## config.mk

```make
export PLATFORM = sky130hd
export DESIGN_NAME = ddr_app_arbiter_flat
export DESIGN_NICKNAME = d
export VERILOG_FILES = /design/src/rtl/ddr_app_arbiter_pkg.sv /design/src/rtl/ddr_app_arbiter_if.sv /design/src/rtl/ddr_app_arbiter_rd_credit_counter.sv /design/src/rtl/ddr_app_arbiter.sv /design/src/flat_wrapper.sv
export SDC_FILE = /design/constraint.sdc
export NUM_CORES = 1
export LEC_CHECK = 0
export BUFFER_PORTS_ARGS = -buffer_cell sky130_fd_sc_hd__buf_2
export CORE_AREA = 10 10 432 434
export CTS_CLUSTER_SIZE = 20
export DETAILED_ROUTE_END_ITERATION = 8
export DIE_AREA = 0 0 442 444
export PLACE_DENSITY = 0.38
export REMOVE_ABC_BUFFERS = 1
export SETUP_SLACK_MARGIN = 0.4
export SYNTH_ARGS = -nofsm -noshare
export SYNTH_HDL_FRONTEND = slang
export SYNTH_SLANG_ARGS = --single-unit
```

## constraint.sdc

```tcl
create_clock -name i_clk -period 4.46 [get_ports i_clk]
set_input_delay 0.892 -clock i_clk [delete_from_list [all_inputs] [get_ports i_clk]]
set_output_delay 0.892 -clock i_clk [all_outputs]
set_load 0.05 [all_outputs]
```

## src/rtl/ddr_app_arbiter_pkg.sv

```systemverilog
// Shared definitions for the DDR app-interface arbiter: widths, command codes, FSM state.
package ddr_app_arbiter_pkg;

  localparam int ADDR_W = 27;
  localparam int DATA_W = 256;

  localparam logic [2:0] CMD_WRITE = 3'b000;
  localparam logic [2:0] CMD_READ  = 3'b001;

  typedef enum logic [1:0] {
    ST_IDLE,
    ST_WR,
    ST_RD
  } arb_state_e;

  typedef enum logic {
    GRANT_W,
    GRANT_R
  } grant_e;

endpackage

```

## src/rtl/ddr_app_arbiter_if.sv

```systemverilog
// DDR controller app interface: command, write-data and read-data channels.
interface ddr_app_arbiter_if #(
  parameter int ADDR_W = ddr_app_arbiter_pkg::ADDR_W,
  parameter int DATA_W = ddr_app_arbiter_pkg::DATA_W
) ();

  logic              app_en;
  logic [2:0]        app_cmd;
  logic [ADDR_W-1:0] app_addr;
  logic              app_rdy;
  logic              app_wdf_wren;
  logic [DATA_W-1:0] app_wdf_data;
  logic              app_wdf_end;
  logic              app_wdf_rdy;
  logic [DATA_W-1:0] app_rd_data;
  logic              app_rd_data_valid;

  // Arbiter side: drives commands and write data, receives read data.
  modport master (
    output app_en, app_cmd, app_addr, app_wdf_wren, app_wdf_data, app_wdf_end,
    input  app_rdy, app_wdf_rdy, app_rd_data, app_rd_data_valid
  );

  // Controller side.
  modport slave (
    input  app_en, app_cmd, app_addr, app_wdf_wren, app_wdf_data, app_wdf_end,
    output app_rdy, app_wdf_rdy, app_rd_data, app_rd_data_valid
  );

endinterface

```

## src/rtl/ddr_app_arbiter_rd_credit_counter.sv

```systemverilog
// Up/down saturating outstanding-read counter with full/empty flags.
module rd_credit_counter #(
  parameter  int MAX = 8,
  localparam int CW  = $clog2(MAX + 1)
) (
  input  logic          i_clk,
  input  logic          i_rst,
  input  logic          i_inc,
  input  logic          i_dec,
  output logic [CW-1:0] o_count,
  output logic          o_full,
  output logic          o_empty
);

  localparam logic [CW-1:0] MAX_C = CW'(MAX);

  logic do_inc;
  logic do_dec;

  // Saturate at both ends; a simultaneous increment and decrement cancel.
  always_comb begin
    o_full  = (o_count == MAX_C);
    o_empty = (o_count == '0);
    do_inc  = i_inc && !o_full;
    do_dec  = i_dec && !o_empty;
  end

  // Count register.
  always_ff @(posedge i_clk or negedge i_rst) begin
    if (!i_rst) begin
      o_count <= '0;
    end else begin
      case ({do_inc, do_dec})
        2'b10:   o_count <= o_count + CW'(1);
        2'b01:   o_count <= o_count - CW'(1);
        default: o_count <= o_count;
      endcase
    end
  end

endmodule

```

## src/rtl/ddr_app_arbiter.sv

```systemverilog
// Shares one DDR app interface between a DMA write port (W) and a config prefetch read port (R).
module ddr_app_arbiter #(
  parameter int ADDR_W          = ddr_app_arbiter_pkg::ADDR_W,
  parameter int DATA_W          = ddr_app_arbiter_pkg::DATA_W,
  parameter int MAX_OUTSTANDING = 8
) (
  input  logic               i_clk,
  input  logic               i_rst,
  input  logic               i_wr_req,
  input  logic [ADDR_W-1:0]  i_wr_addr,
  input  logic [DATA_W-1:0]  i_wr_data,
  output logic               o_wr_ack,
  input  logic               i_rd_req,
  input  logic [ADDR_W-1:0]  i_rd_addr,
  output logic               o_rd_ack,
  output logic [DATA_W-1:0]  o_rd_data,
  output logic               o_rd_data_valid,
  ddr_app_arbiter_if.master  app,
  output logic               o_busy
);

  import ddr_app_arbiter_pkg::*;

  localparam int CNT_W = $clog2(MAX_OUTSTANDING + 1);

  arb_state_e       state;
  grant_e           last_grant;
  logic             cmd_done;
  logic             data_done;
  logic             cmd_acc;
  logic             data_acc;
  logic             wr_done;
  logic             rd_acc;
  logic             w_elig;
  logic             r_elig;
  logic             grant_w;
  logic             grant_r;
  logic [CNT_W-1:0] rd_count;
  logic             cnt_full;
  logic             cnt_empty;

  // Handshake decode and round-robin grant selection.
  always_comb begin
    cmd_acc  = app.app_en && app.app_rdy;
    data_acc = app.app_wdf_wren && app.app_wdf_rdy;
    // Write completes when the later of the two acceptances lands (or both at once).
    wr_done  = (state == ST_WR) && (cmd_done || cmd_acc) && (data_done || data_acc);
    rd_acc   = (state == ST_RD) && cmd_acc;
    w_elig   = i_wr_req;
    r_elig   = i_rd_req && !cnt_full;
    grant_w  = (state == ST_IDLE) && w_elig && (!r_elig || (last_grant == GRANT_R));
    grant_r  = (state == ST_IDLE) && r_elig && !grant_w;
    o_wr_ack = wr_done;
    o_rd_ack = rd_acc;
    o_busy   = (state != ST_IDLE) || !cnt_empty;
  end

  assign app.app_wdf_end = app.app_wdf_wren;

  // Command FSM with registered app-side outputs.
  always_ff @(posedge i_clk or negedge i_rst) begin
    if (!i_rst) begin
      state            <= ST_IDLE;
      last_grant       <= GRANT_R;
      cmd_done         <= 1'b0;
      data_done        <= 1'b0;
      app.app_en       <= 1'b0;
      app.app_cmd      <= '0;
      app.app_addr     <= '0;
      app.app_wdf_wren <= 1'b0;
      app.app_wdf_data <= '0;
    end else begin
      case (state)
        ST_IDLE: begin
          if (grant_w) begin
            state            <= ST_WR;
            cmd_done         <= 1'b0;
            data_done        <= 1'b0;
            app.app_en       <= 1'b1;
            app.app_cmd      <= CMD_WRITE;
            app.app_addr     <= i_wr_addr;
            app.app_wdf_wren <= 1'b1;
            app.app_wdf_data <= i_wr_data;
          end else if (grant_r) begin
            state        <= ST_RD;
            app.app_en   <= 1'b1;
            app.app_cmd  <= CMD_READ;
            app.app_addr <= i_rd_addr;
          end
        end
        ST_WR: begin
          if (cmd_acc) begin
            app.app_en <= 1'b0;
            cmd_done   <= 1'b1;
          end
          if (data_acc) begin
            app.app_wdf_wren <= 1'b0;
            data_done        <= 1'b1;
          end
          if (wr_done) begin
            state      <= ST_IDLE;
            last_grant <= GRANT_W;
          end
        end
        ST_RD: begin
          if (rd_acc) begin
            app.app_en <= 1'b0;
            state      <= ST_IDLE;
            last_grant <= GRANT_R;
          end
        end
        default: state <= ST_IDLE;
      endcase
    end
  end

  // Read return path: one-cycle registered pass-through, no backpressure.
  always_ff @(posedge i_clk or negedge i_rst) begin
    if (!i_rst) begin
      o_rd_data       <= '0;
      o_rd_data_valid <= 1'b0;
    end else begin
      o_rd_data       <= app.app_rd_data;
      o_rd_data_valid <= app.app_rd_data_valid;
    end
  end

  rd_credit_counter #(
    .MAX (MAX_OUTSTANDING)
  ) u_credit (
    .i_clk   (i_clk),
    .i_rst   (i_rst),
    .i_inc   (rd_acc),
    .i_dec   (app.app_rd_data_valid),
    .o_count (rd_count),
    .o_full  (cnt_full),
    .o_empty (cnt_empty)
  );

  a_rd_underflow: assert property (@(posedge i_clk) disable iff (!i_rst)
    app.app_rd_data_valid |-> (rd_count != '0));

  a_wr_req_held: assert property (@(posedge i_clk) disable iff (!i_rst)
    (state == ST_WR) |-> i_wr_req);

  a_rd_req_held: assert property (@(posedge i_clk) disable iff (!i_rst)
    (state == ST_RD) |-> i_rd_req);

endmodule
```

## src/flat_wrapper.sv

```systemverilog
// flat-port wrapper written by rule: the top's interface ports become plain ports
module ddr_app_arbiter_flat import ddr_app_arbiter_pkg::*;
#(
  parameter int ADDR_W          = ddr_app_arbiter_pkg::ADDR_W,
  parameter int DATA_W          = ddr_app_arbiter_pkg::DATA_W,
  parameter int MAX_OUTSTANDING = 8
)
  (i_clk, i_rst, i_wr_req, i_wr_addr, i_wr_data, o_wr_ack, i_rd_req, i_rd_addr, o_rd_ack, o_rd_data, o_rd_data_valid, o_busy, app_app_en, app_app_cmd, app_app_addr, app_app_wdf_wren, app_app_wdf_data, app_app_wdf_end, app_app_rdy, app_app_wdf_rdy, app_app_rd_data, app_app_rd_data_valid);
  ddr_app_arbiter_if #(.ADDR_W(ADDR_W), .DATA_W(DATA_W)) app_i ();
  input  logic i_clk;
  input  logic i_rst;
  input  logic i_wr_req;
  input  logic [ADDR_W-1:0] i_wr_addr;
  input  logic [DATA_W-1:0] i_wr_data;
  output logic o_wr_ack;
  input  logic i_rd_req;
  input  logic [ADDR_W-1:0] i_rd_addr;
  output logic o_rd_ack;
  output logic [DATA_W-1:0] o_rd_data;
  output logic o_rd_data_valid;
  output logic o_busy;
  output wire logic [$bits(app_i.app_en)-1:0] app_app_en;
  output wire logic [$bits(app_i.app_cmd)-1:0] app_app_cmd;
  output wire logic [$bits(app_i.app_addr)-1:0] app_app_addr;
  output wire logic [$bits(app_i.app_wdf_wren)-1:0] app_app_wdf_wren;
  output wire logic [$bits(app_i.app_wdf_data)-1:0] app_app_wdf_data;
  output wire logic [$bits(app_i.app_wdf_end)-1:0] app_app_wdf_end;
  input wire logic [$bits(app_i.app_rdy)-1:0] app_app_rdy;
  input wire logic [$bits(app_i.app_wdf_rdy)-1:0] app_app_wdf_rdy;
  input wire logic [$bits(app_i.app_rd_data)-1:0] app_app_rd_data;
  input wire logic [$bits(app_i.app_rd_data_valid)-1:0] app_app_rd_data_valid;
  assign app_app_en = app_i.app_en;
  assign app_app_cmd = app_i.app_cmd;
  assign app_app_addr = app_i.app_addr;
  assign app_app_wdf_wren = app_i.app_wdf_wren;
  assign app_app_wdf_data = app_i.app_wdf_data;
  assign app_app_wdf_end = app_i.app_wdf_end;
  assign app_i.app_rdy = app_app_rdy;
  assign app_i.app_wdf_rdy = app_app_wdf_rdy;
  assign app_i.app_rd_data = app_app_rd_data;
  assign app_i.app_rd_data_valid = app_app_rd_data_valid;
  ddr_app_arbiter #(.ADDR_W(ADDR_W), .DATA_W(DATA_W), .MAX_OUTSTANDING(MAX_OUTSTANDING)) u_core (.i_clk(i_clk), .i_rst(i_rst), .i_wr_req(i_wr_req), .i_wr_addr(i_wr_addr), .i_wr_data(i_wr_data), .o_wr_ack(o_wr_ack), .i_rd_req(i_rd_req), .i_rd_addr(i_rd_addr), .o_rd_ack(o_rd_ack), .o_rd_data(o_rd_data), .o_rd_data_valid(o_rd_data_valid), .app(app_i), .o_busy(o_busy));
endmodule
```

==> After elaboration in Yosys (flattened, before gate mapping) <==
Cells that the tools add are included.
{ "op_classes": {"n_addsub": 2, "multipliers": 0, "n_div": 0, "n_lt_le_gt_ge": 0, "n_eq_ne": 11, "shifts": 0, "n_mux": 26, "n_bitwise": 0, "reduce_logical": 35} }
{ "ops": {"columns": ["cell", "count"], "rows": [
  ["27-bit 2-to-1 mux", 2],
  ["1-bit logical AND", 12],
  ["3-bit AND reduction", 4],
  ["1-bit 2-to-1 mux", 11],
  ["2-bit nonzero test", 5],
  ["2-bit 2-to-1 mux", 4],
  ["1-bit case mux with 2 select lines", 4],
  ["4-bit case mux with 2 select lines", 1],
  ["3-bit 2-to-1 mux", 2],
  ["2-bit by 1-bit != test with 1-bit output (second input constant)", 3],
  ["2-bit case mux with 3 select lines", 1],
  ["4-bit by 1-bit adder with 4-bit output (second input constant)", 1],
  ["2-bit by 1-bit equality test with 1-bit output (second input constant)", 2],
  ["2-bit equality test (second input constant)", 2],
  ["4-bit equality test (second input constant)", 1],
  ["1-bit logical NOT", 4],
  ["4-bit logical NOT", 1],
  ["1-bit logical OR", 4],
  ["2-bit != test (second input constant)", 2],
  ["2-bit AND reduction", 2],
  ["4-bit AND reduction", 1],
  ["4-bit by 1-bit subtractor with 4-bit output (second input constant)", 1],
  ["3-bit by 1-bit != test with 1-bit output (second input constant)", 1],
  ["1-bit case mux with 3 select lines", 1],
  ["2 further kinds", 2]
]} }
{ "word_totals": {"register_bits": 554, "latch_bits": 0, "ram_bits": 0, "mem_bits_ro": 0, "mem_count": 0} }

==> Logic depth before layout (Yosys ltp) <==
Gate-level depths: netlist of the first run.
{ "logic_depth": {"depth_word": 11, "ltp_mapped": 11, "depth_no_buf": 11} }

==> By module <==
A second synthesis of the first run with hierarchy kept.
{ "hier_totals": {"cells_unflattened": 1574, "area_unflattened_um2": 18202.5} }
{ "by_module_without_submodules": {"columns": ["module", "instances", "cells_per_inst", "area_each_um2", "seq_area_each_um2"], "rows": [
  ["ddr_app_arbiter", 1, 1540, 17863.4, 13714.4],
  ["rd_credit_counter", 1, 34, 339.1, 100.1]
]} }

==> Worst setup path before layout of the first run <==
OpenSTA, ideal clock, no wires.
{ "synth_timing": {"path_type": "input to output", "startpoint": "input app_app_rdy", "endpoint": "output o_wr_ack", "arrival_ns": 2.043, "setup_slack_ns": 1.525, "path_stages": 2, "path_cell_list": "a21oi_1 nor3_1"} }
{ "synth_via": {"elab_chain_len": 4} }
{ "synth_rtl": {"columns": ["item", "line", "rtl"], "rows": [
  ["from (decl)", "flat_wrapper.sv:28", "input wire logic [$bits(app_i.app_rdy)-1:0] app_app_rdy;"],
  ["1-bit logical AND", "ddr_app_arbiter.sv:44", "cmd_acc = app.app_en && app.app_rdy;"],
  ["1-bit logical OR", "ddr_app_arbiter.sv:47", "wr_done = (state == ST_WR) && (cmd_done || cmd_acc) && (data_done || data_acc);"],
  ["1-bit logical AND (2 in series)", "ddr_app_arbiter.sv:47", null],
  ["to (decl)", "flat_wrapper.sv:15", "output logic o_wr_ack;"]
]} }
No other way between the ends.

==> Worst setup path in the final report of the first run <==
{ "layout_timing": {"startpoint": "register u_core.state[1]", "endpoint": "output o_wr_ack"} }
{ "layout_via": {"elab_chain_len": 3} }
{ "layout_rtl": {"columns": ["item", "line", "rtl"], "rows": [
  ["from (decl)", "ddr_app_arbiter.sv:26", "arb_state_e state;"],
  ["from (signal assigned)", "ddr_app_arbiter.sv:63", "state <= ST_IDLE;"],
  ["from (signal assigned)", "ddr_app_arbiter.sv:76", "state <= ST_WR;"],
  ["from (signal assigned)", "ddr_app_arbiter.sv:85", "state <= ST_RD;"],
  ["2-bit by 1-bit equality test with 1-bit output", "ddr_app_arbiter.sv:47", null],
  ["1-bit logical AND (2 in series)", "ddr_app_arbiter.sv:47", null]
]} }
No other way between the ends.

==> flow_summary.toml, run 1 <==
[setup_path]
slowest_delay_ps = 410
crit_type = "reg2out"
r2r_cells = 8
crit_fanout = 8
crit_chain = "inv_1 -> ha_1 -> inv_1 -> nor3_1 -> buf_2"
crit_path_frequent_cell = "inv_1"
cp-endpoint = "o_wr_ack"
cp_data_arrival_time_ps = 2120
timing.rr.end = "u_core.app.app_wdf_data[253]"
regToRegSetupSlack_ps = 1980
startpoint_type = "flip-flop"
r2r-start = "u_core.state[0]"
cp.required_ps = 3570
slowest_stage = "dfrtp_1"
cp-startpoint = "u_core.state[1]"
endpoint_kind = "output port"

[routing]
ant_nets = 0
viasPerCell = 3.03
wl_per_cell_um = 21.4
drc_errors = 0
drtIter0Drc = 791
vias = 15400
dr.pass1.iters = 4
drt-total-wl_um = 109000

[logic_synthesis]
synth_cell_types = 45
synth_common_cells = "773 x nand2_1, 551 x dfrtp_1, 35 x mux2_1"
synthCells = 1504
ys_warn_count = 0
yosysTopAreaCell = "dfrtp_1"
synth_seq_area_share_pct = 76.2
syn_avg_cell_area_sq_um = 12.1
synth_edf_count = 0
synth.most_common_cell = "nand2_1"
netlist_area_sq_um = 18100
async_flop_share_pct = 100
yosysTopAreaCellShare_pct = 76.0
synthTopCellsByArea = "dfrtp_1 76%, nand2_1 16%, mux2_1 2.2%, buf_2 0.83%, mux2_2 0.81%"
yosys_register_bits = 552
yosys_most_used_dff = "dfrtp_1"

[grt]
grtUsageTotal_pct = 10.7
grt_pass1_wl_um = 146000
grt_pass1_vias = 16500
antenna_found_initial = 87
grt.overflow.total = 0
grt_use_met3_pct = 3.93
grt_use_met1_pct = 10.9
met2_usage_pct = 20.0
grt_max_degree = 95
grt.busiest_layer = "met2"

[cts]
htreeDepth = 3
cts_hold_buf = 0
postCtsSetupBuffers = 0
postCtsResizedCells = 0
cts_tree = "built"
clock_path_buffers = 3
clock_sinks = 552
cts_buffers = 71
clockRootBuffer = "clkbuf_16"
clkTransAtPathRegs_ps = 60
worstSkewPairLatency_ps = 670

[timing]
setup_viol = 0
period_share_pct = 67.6
min_period_ps = 3010
hold_viol = 0
fmax_mhz = 332
rsz0062_at_grt = "no"
maxSlewViolCount = 0
slew_headroom_pct = 24.9
worst_pin_slew_ps = 1130
finClkSkew_ps = 35.6
holdWs_ps = 175

[die]
coreArea_sq_um = 178000
die-area_sq_um = 196000
io_pins = 1122
start_util_pct = 10.2
die-width_um = 442
rows = 155
die_h_um = 444

[finish]
fill_cells = 20100
final_core_util_pct = 16.4
area_growth_pct = 61.1
layout-drive-gt1-share_pct = 47.3
final_nets = 3238

[power_and_ir_drop]
ir_worst_vdd_mv = 0.297
swShare_pct = 47.3
power_density_nw_per_um2 = 781
p_sw_mw = 10.8
combPwrFrac_pct = 42.1
pwr-share-clk_pct = 26.3
intPower_mw = 12.0
p_leak_nw = 15.2
seqPwrFrac_pct = 31.6

[placement]
port-buffer-count = 1119
gp_congestion = 0.829
hpwl_um = 90100

[hold_path]
min_path_type = "in2async"

[run]
drv_cap = 0

[run_status]
status = "finished clean"
-- stage by stage --
stage / worst slack, ps / instances / setup TNS [ps] / power [mW] / instance area (sq um)
floorplan: -2840 / 1438 / -703420 / 13.9 / 17800
CTS: 1310 / 5067 / 0 / 23.3 / 29200
global placement: 1750 / 4940 / 0 / 17.1 / 26800
detailed placement: 1740 / 4940 / 0 / 17.1 / 26800
finish: 1450 / 5081 / 0 / 22.8 / 29200
global route: 1190 / 5076 / 0 / 24.0 / 29200
-- critical path: cells and delay by family, from the launching register on --
family | cells | cell delay, ps
fa+ha+maj | 1 | 300
buf+inv | 3 | 530
flops | 1 | 410
simple gates | 1 | 230
-- per-layer routing --
layer,share of wire [%],wire (um)
met1,35,38300
met2,54,58500
met3,7.3,7930
met4,3.3,3570
met5,0.19,205
-- worst min path at each step --
stage                                       from                      endpoint  slack, ps  depth (start not counted)
finish                                     i_rst         u_core.o_rd_data[105]        170                          1
global route                               i_rst          u_core.o_rd_data[29]        140                          1
CTS                                        i_rst          u_core.o_rd_data[29]        150                          1
detailed placement   u_core.app.app_wdf_data[38]   u_core.app.app_wdf_data[38]        460                          2
global placement    u_core.app.app_wdf_data[145]  u_core.app.app_wdf_data[145]        450                          2
floorplan                       u_core.data_done              u_core.data_done        470                          2
-- layout make-up --
type | instances | area (sq um) | share of cell area, %
antenna | 14 | 35.0 | 0.120
clock buffer | 103 | 2020 | 6.91
sequential | 552 | 13800 | 47.3
multi-input combinational | 882 | 4010 | 13.7
timing repair buffer | 1147 | 5970 | 20.4
clock inverter | 24 | 413 | 1.41
inverter | 4 | 15.0 | 0.0514
tap | 2355 | 2950 | 10.1
-- power by group through the flow --
stage          registers [mW]  logic, mW  clock network, mW
2_1_floorplan            11.9       2.05                  0
3_3_place_gp             7.28       9.82                  0
3_5_place_dp             7.28       9.85                  0
4_1_cts                  7.22       9.86               6.26
5_1_grt                  7.39       10.2               6.44
6_report                 7.20       9.62               6.00
-- cells by family after synthesis --
group | Yosys count | share of synthesized area (%)
AOI/OAI and AO/OA | 22 | 0.855
xor gates and xnor gates | 5 | 0.241
adders and majority gates | 7 | 0.483
buffers and inverters | 71 | 1.88
DFF | 552 | 76.2
muxes | 57 | 3.70
other | 1 | 0.0207
and+or+nand+nor | 789 | 16.7
-- state kept, by name, indices dropped and copies added (netlist names), 2 cells and up --
register / flops
u_core.app.app_addr: 27
u_core.u_credit.o_count: 4
u_core.state: 2
u_core.app.app_wdf_data: 256
u_core.o_rd_data: 256
-- cell usage in the layout (no fill, tap or decap), drive strengths merged, types with 2 or more instances in the layout --
| cell type | n |
|---|---|
| inv | 6 |
| buf | 1147 |
| a211oi | 2 |
| clkinvlp | 2 |
| dfrtp | 551 |
| a221oi | 2 |
| bufinv | 7 |
| conb | 2 |
| clkbuf | 103 |
| clkinv | 13 |
| xor2 | 4 |
| diode | 14 |
| and2 | 2 |
| nor2b | 3 |
| mux2 | 56 |
| o21a | 2 |
| o21ai | 5 |
| nand2 | 773 |
| a21oi | 5 |
| ha | 7 |
Note: power is estimated with default switching activity, not from simulation.
==> run 2, diff against run 1 <==
--- a/config.mk
+++ b/config.mk
@@ -6,11 +6,11 @@
 export NUM_CORES = 1
 export LEC_CHECK = 0
 export BUFFER_PORTS_ARGS = -buffer_cell sky130_fd_sc_hd__buf_2
-export CORE_AREA = 10 10 432 434
+export CORE_AREA = 10 10 425 427
 export CTS_CLUSTER_SIZE = 20
 export DETAILED_ROUTE_END_ITERATION = 8
-export DIE_AREA = 0 0 442 444
-export PLACE_DENSITY = 0.38
+export DIE_AREA = 0 0 435 437
+export PLACE_DENSITY = 0.39
 export REMOVE_ABC_BUFFERS = 1
 export SETUP_SLACK_MARGIN = 0.4
 export SYNTH_ARGS = -nofsm -noshare
==> constraint.sdc (replaced) <==
create_clock -name i_clk -period 2.43 [get_ports i_clk]
set_input_delay 0.486 -clock i_clk [delete_from_list [all_inputs] [get_ports i_clk]]
set_output_delay 0.486 -clock i_clk [all_outputs]
set_load 0.05 [all_outputs]
==> run 2 against run 1 <==
  * Sequential power rose by 82%
  * Non-clock buffer count up 576
  * Worst setup slack lost 1200 ps
  * Clock power grew 80%
  * Global-route usage rose by 0.80 points
  * Worst hold slack got worse by 98 ps
  * Clock skew rose by 3.0 ps
  * Highest routed layer unchanged
==> flow_summary.toml, run 2 (same netlist as run 1, synthesis figures left out) <==
[hold_path]
hold_path_depth = 3
hold_path_end = "u_core.app.app_wdf_data[101]"
holdCritStartpoint = "i_wr_data[101]"
min_path_type = "in2reg"

[placement]
hpwl_um = 91300
gp_congestion = 0.835
placed_cells = 4936
port-buffer-count = 1119

[setup_path]
endpoint_kind = "output port"
r2r-start = "u_core.u_credit.o_count[2]"
cp.required_ps = 1940
regToRegSetupSlack_ps = 290
cp_data_arrival_time_ps = 1700
startpoint_type = "flip-flop"
timing.rr.end = "u_core.u_credit.o_count[2]"
r2r_cells = 9
crit_type = "reg2out"
crit_fanout = 6

[power_and_ir_drop]
ir_worst_vdd_mv = 0.660
p_leak_nw = 17.9
seqPwrFrac_pct = 29.8
p_sw_mw = 20.6
swShare_pct = 46.9
combPwrFrac_pct = 45.7
intPower_mw = 23.4
pwr-share-clk_pct = 24.5
power_density_nw_per_um2 = 1240

[routing]
drc_errors = 0
wl_per_cell_um = 20.9
vias = 17700
dr.pass1.iters = 5
ant_nets = 0
viasPerCell = 3.16
drtIter0Drc = 1056
drt-total-wl_um = 117000

[timing]
period_share_pct = 90.1
rsz0062_at_grt = "yes"
fmax_mhz = 457
worst_pin_slew_ps = 620
slew_headroom_pct = 58.7
min_period_ps = 2190
setup_viol = 0
finClkSkew_ps = 38.6
hold_viol = 0
maxSlewViolCount = 0
holdWs_ps = 77.1

[grt]
grt_pass1_wl_um = 155000
grt.overflow.total = 0
grtUsageTotal_pct = 11.5
antenna_found_initial = 40
grt_pass1_vias = 19400
grt_max_degree = 61

[cts]
htreeDepth = 3
cts_tree = "built"
worstSkewPairLatency_ps = 690
clkTransAtPathRegs_ps = 50
clock_sinks = 552
clock_path_buffers = 3
cts_buffers = 71
clockRootBuffer = "clkbuf_16"

[finish]
reg_top3 = "u_core.app.app_wdf_data: 256 flops, u_core.o_rd_data: 256 flops, u_core.app.app_addr: 27 flops"
area_growth_pct = 95.4
layout-drive-gt1-share_pct = 42.4
final_cell_mix = "1103 x buf_2, 770 x nand2_1, 544 x dfrtp_1, 492 x dlygate4sd3_1, 89 x clkbuf_16"
fill_cells = 18800
final_common_cell = "buf_2"
fin_cells = 5616
final_nets = 3814
final_core_util_pct = 20.7

[die]
io_pins = 1122
die-area_sq_um = 190000
die-width_um = 435
start_util_pct = 10.6
die_h_um = 437
coreArea_sq_um = 171000
rows = 152

[run_status]
status = "finished clean"

[run]
drv_cap = 0
-- run 2: layout make-up --
type	count	area [sq um]	area share (%)
diodes	18	45.0	0.127
clock buffers	105	2080	5.86
clock inverters	22	270	0.762
inverters	4	17.5	0.0494
multi-input cells	882	4130	11.6
flip-flops and latches	552	13800	39.0
well taps	2310	2890	8.15
repair buffers	1723	12200	34.4
-- run 2: critical path, cell delays in order, from the launching register on --
cell and delay (ps):
dfrtp_1 400, inv_2 70, ha_1 200, buf_4 170, nand2_2 80, buf_8 140
-- run 2: worst max path at each step --
stage                               to                  startpoint
2_1_floorplan   u_core.app.app_addr[0]  u_core.u_credit.o_count[3]
3_3_place_gp   u_core.app.app_addr[15]  u_core.u_credit.o_count[1]
3_5_place_dp    u_core.app.app_addr[6]  u_core.u_credit.o_count[1]
4_1_cts                         o_busy  u_core.u_credit.o_count[0]
5_1_grt                         o_busy             u_core.state[1]
6_report                        o_busy             u_core.state[1]
-- run 2: per-stage QoR --
step           power, mW  TNS (ps)  area, sq um  worst slack, ps
2_1_floorplan       25.6  -1179680        17800            -4490
3_3_place_gp        31.5         0        27100             79.3
3_5_place_dp        31.6         0        27100             39.4
4_1_cts             43.7         0        34600              106
5_1_grt             46.2         0        35400              108
6_report            44.0         0        35500              240
-- run 2: per-layer routing --
metal	up-vias	part of all wire, %	track usage (%)	wire, um
met4	14	4.4	5.19	5190
met5	-	0.072	0	84
li1	8151	-	-	-
met1	8689	36	11.8	42200
met2	690	52	20.9	61300
met3	203	7.2	3.92	8470
-- run 2: repair_timing --
| action | CTS | global route |
|---|---|---|
| gates resized for setup | 44 | 33 |
| endpoints found under the hold margin | 513 | 0 |
| endpoints found under the setup margin | 285 | 230 |
| hold buffers | 492 | 0 |
| buffers inserted | 10 | 10 |
| pin swaps | 11 | 8 |
| gates cloned | 0 | 23 |
-- run 2: power by group through the flow --
| stage | clock network [mW] | registers (mW) | logic (mW) |
|---|---|---|---|
| global placement | 0 | 13.2 | 18.4 |
| finish | 10.8 | 13.1 | 20.1 |
| detailed placement | 0 | 13.2 | 18.4 |
| floorplan | 0 | 21.8 | 3.77 |
| global route | 11.6 | 13.4 | 21.2 |
| CTS | 11.2 | 13.1 | 19.4 |
==> run 3, diff against run 2 <==
--- a/config.mk
+++ b/config.mk
@@ -6,11 +6,13 @@
 export NUM_CORES = 1
 export LEC_CHECK = 0
 export BUFFER_PORTS_ARGS = -buffer_cell sky130_fd_sc_hd__buf_2
-export CORE_AREA = 10 10 425 427
+export CELL_PAD_IN_SITES_DETAIL_PLACEMENT = 1
+export CELL_PAD_IN_SITES_GLOBAL_PLACEMENT = 1
+export CORE_AREA = 10 10 432 434
 export CTS_CLUSTER_SIZE = 20
 export DETAILED_ROUTE_END_ITERATION = 8
-export DIE_AREA = 0 0 435 437
-export PLACE_DENSITY = 0.39
+export DIE_AREA = 0 0 442 444
+export PLACE_DENSITY = 0.45
 export REMOVE_ABC_BUFFERS = 1
 export SETUP_SLACK_MARGIN = 0.4
 export SYNTH_ARGS = -nofsm -noshare
==> run 3 against run 2 <==
  * Clock power is essentially flat
  * Worst hold slack got worse by 22 ps
  * Highest routed layer unchanged
  * Global-route usage is 0.30 points higher
==> flow_summary.toml, run 3 (same netlist as run 1, synthesis figures left out) <==
[run_status]
status = "finished clean"

[finish]
multi_input_area_sq_um = 5840
final_nets = 3888
reg_top3 = "u_core.app.app_wdf_data: 256 flops, u_core.o_rd_data: 256 flops, u_core.app.app_addr: 27 flops"
fill_cells = 20400
area_growth_pct = 114
final_common_cell = "buf_2"
register_area_sq_um = 13800
fin_cells = 5735
final_core_util_pct = 21.8
final_area_sq_um = 38800
layout-drive-gt1-share_pct = 53.7
final_cell_mix = "1107 x buf_2, 550 x dfrtp_1, 504 x dlygate4sd3_1, 450 x nand2_1, 187 x nand2_2"

[setup_path]
endpoint_kind = "output port"
cp_data_arrival_time_ps = 1740
crit_fanout = 4
r2r-start = "u_core.u_credit.o_count[1]"
r2r_cells = 10
startpoint_type = "flip-flop"
cp.required_ps = 1940
timing.rr.end = "u_core.app.app_addr[19]"
crit_type = "reg2out"
regToRegSetupSlack_ps = 280

[placement]
gp_congestion = 0.797
placedInstanceArea_sq_um = 27000
hpwl_um = 90900
port-buffer-count = 1119
dpl_worst_slack_ps = 126
placed_cells = 4966

[cts]
worstSkewPairLatency_ps = 680
cts_buffers = 72
clock_path_buffers = 3
clockRootBuffer = "clkbuf_16"
cts_tree = "built"
clock_sinks = 552
clkTransAtPathRegs_ps = 50
htreeDepth = 3

[die]
die_h_um = 444
io_pins = 1122
rows = 155
coreArea_sq_um = 178000
start_util_pct = 10.2
die-area_sq_um = 196000
die-width_um = 442

[routing]
ant_nets = 0
drc_errors = 0
drt-total-wl_um = 128000
vias = 18300
dr.pass1.iters = 4
drtIter0Drc = 830
viasPerCell = 3.20
wl_per_cell_um = 22.3

[timing]
rsz0062_at_grt = "yes"
tns_ps = 0
worst_pin_slew_ps = 604
fin_ws_ps = 201
hold_viol = 0
min_period_ps = 2230
slew_headroom_pct = 59.7
finClkSkew_ps = 25.2
maxSlewViolCount = 0
period_share_pct = 91.7
fmax_mhz = 449
setup_viol = 0

[grt]
antenna_found_initial = 38
grt.overflow.total = 0
grt_max_degree = 105
grt_pass1_wl_um = 165000
grt_pass1_vias = 20400
grtUsageTotal_pct = 11.8

[power_and_ir_drop]
power_density_nw_per_um2 = 1240
p_leak_nw = 19.7
p_sw_mw = 22.6
swShare_pct = 46.8
combPwrFrac_pct = 49.2
ir_worst_vdd_mv = 0.544
pwr-share-clk_pct = 23.0
seqPwrFrac_pct = 27.8
intPower_mw = 25.6

[hold_path]
min_path_type = "in2reg"
hold_path_end = "u_core.app.app_wdf_data[27]"
hold_path_depth = 3
holdCritStartpoint = "i_wr_data[27]"

[run]
drv_cap = 0
run 3: changes by cell type in the layout (fill, tap and decap cells not counted), sizes merged:
| cell | previous run | this run |
|---|---|---|
| diode | 18 | 19 |
| clkbuf | 123 | 137 |
| bufbuf | 0 | 1 |
| bufinv | 3 | 4 |
| dlygate4sd3 | 492 | 504 |
| clkinv | 13 | 12 |
| buf | 1213 | 1259 |
| inv | 8 | 6 |
| clkinvlp | 2 | 4 |
run 3: repair_timing:
action                     4_1_cts  5_1_grt
gates resized for setup        117      528
hold endpoints to repair       520        0
buffers inserted                35       24
setup endpoints to repair      234      261
pin swaps                       21      296
cloned                          18       42
hold buffers                   504        0
run 3: worst max path at each step:
stage	cells after the start	slack, ps	startpoint	to
finish	5	200	u_core.state[1]	o_wr_ack
global route	5	70	u_core.state[1]	o_wr_ack
CTS	5	80	u_core.state[1]	o_wr_ack
detailed placement	7	130	u_core.u_credit.o_count[1]	u_core.app.app_addr[5]
global placement	9	120	u_core.u_credit.o_count[2]	u_core.u_credit.o_count[2]
floorplan	4	-4490	u_core.u_credit.o_count[3]	u_core.app.app_addr[0]
run 3: cell type report:
type / count / area share, %
antenna: 19 / 0.123
timing repair buffer: 1796 / 35.3
tap: 2355 / 7.60
multi-input combinational: 882 / 15.0
clock inverter: 22 / 0.852
sequential: 552 / 35.6
inverter: 4 / 0.0452
clock buffer: 105 / 5.41
run 3: through the flow:
step           hold slack [ps]  total power, mW
6_report                  54.8             48.2
5_1_grt                  -2.00             50.4
4_1_cts                   4.27             45.6
3_5_place_dp               431             31.6
3_3_place_gp               433             31.5
2_1_floorplan              190             25.6
run 3: worst max-delay path: stages, from the launching register on:
cell and delay (ps):
dfrtp_1 420, inv_2 120, ha_4 160, inv_4 40, nor3_4 140, buf_6 190
run 3: per-layer routing:
layer / track usage [%] / up-vias / share of wire, %
li1: - / 8309 / -
met1: 12.1 / 9162 / 36
met2: 21.6 / 668 / 53
met3: 3.76 / 201 / 6.6
met4: 5.48 / 2 / 4.4
met5: 0 / - / 0.010
run 3: power groups by stage:
| stage | logic (mW) | registers (mW) | clock network, mW |
|---|---|---|---|
| 2_1_floorplan | 3.77 | 21.8 | 0 |
| 3_3_place_gp | 18.3 | 13.2 | 0 |
| 3_5_place_dp | 18.4 | 13.3 | 0 |
| 4_1_cts | 20.9 | 13.2 | 11.5 |
| 5_1_grt | 24.8 | 13.7 | 11.9 |
| 6_report | 23.7 | 13.4 | 11.1 |
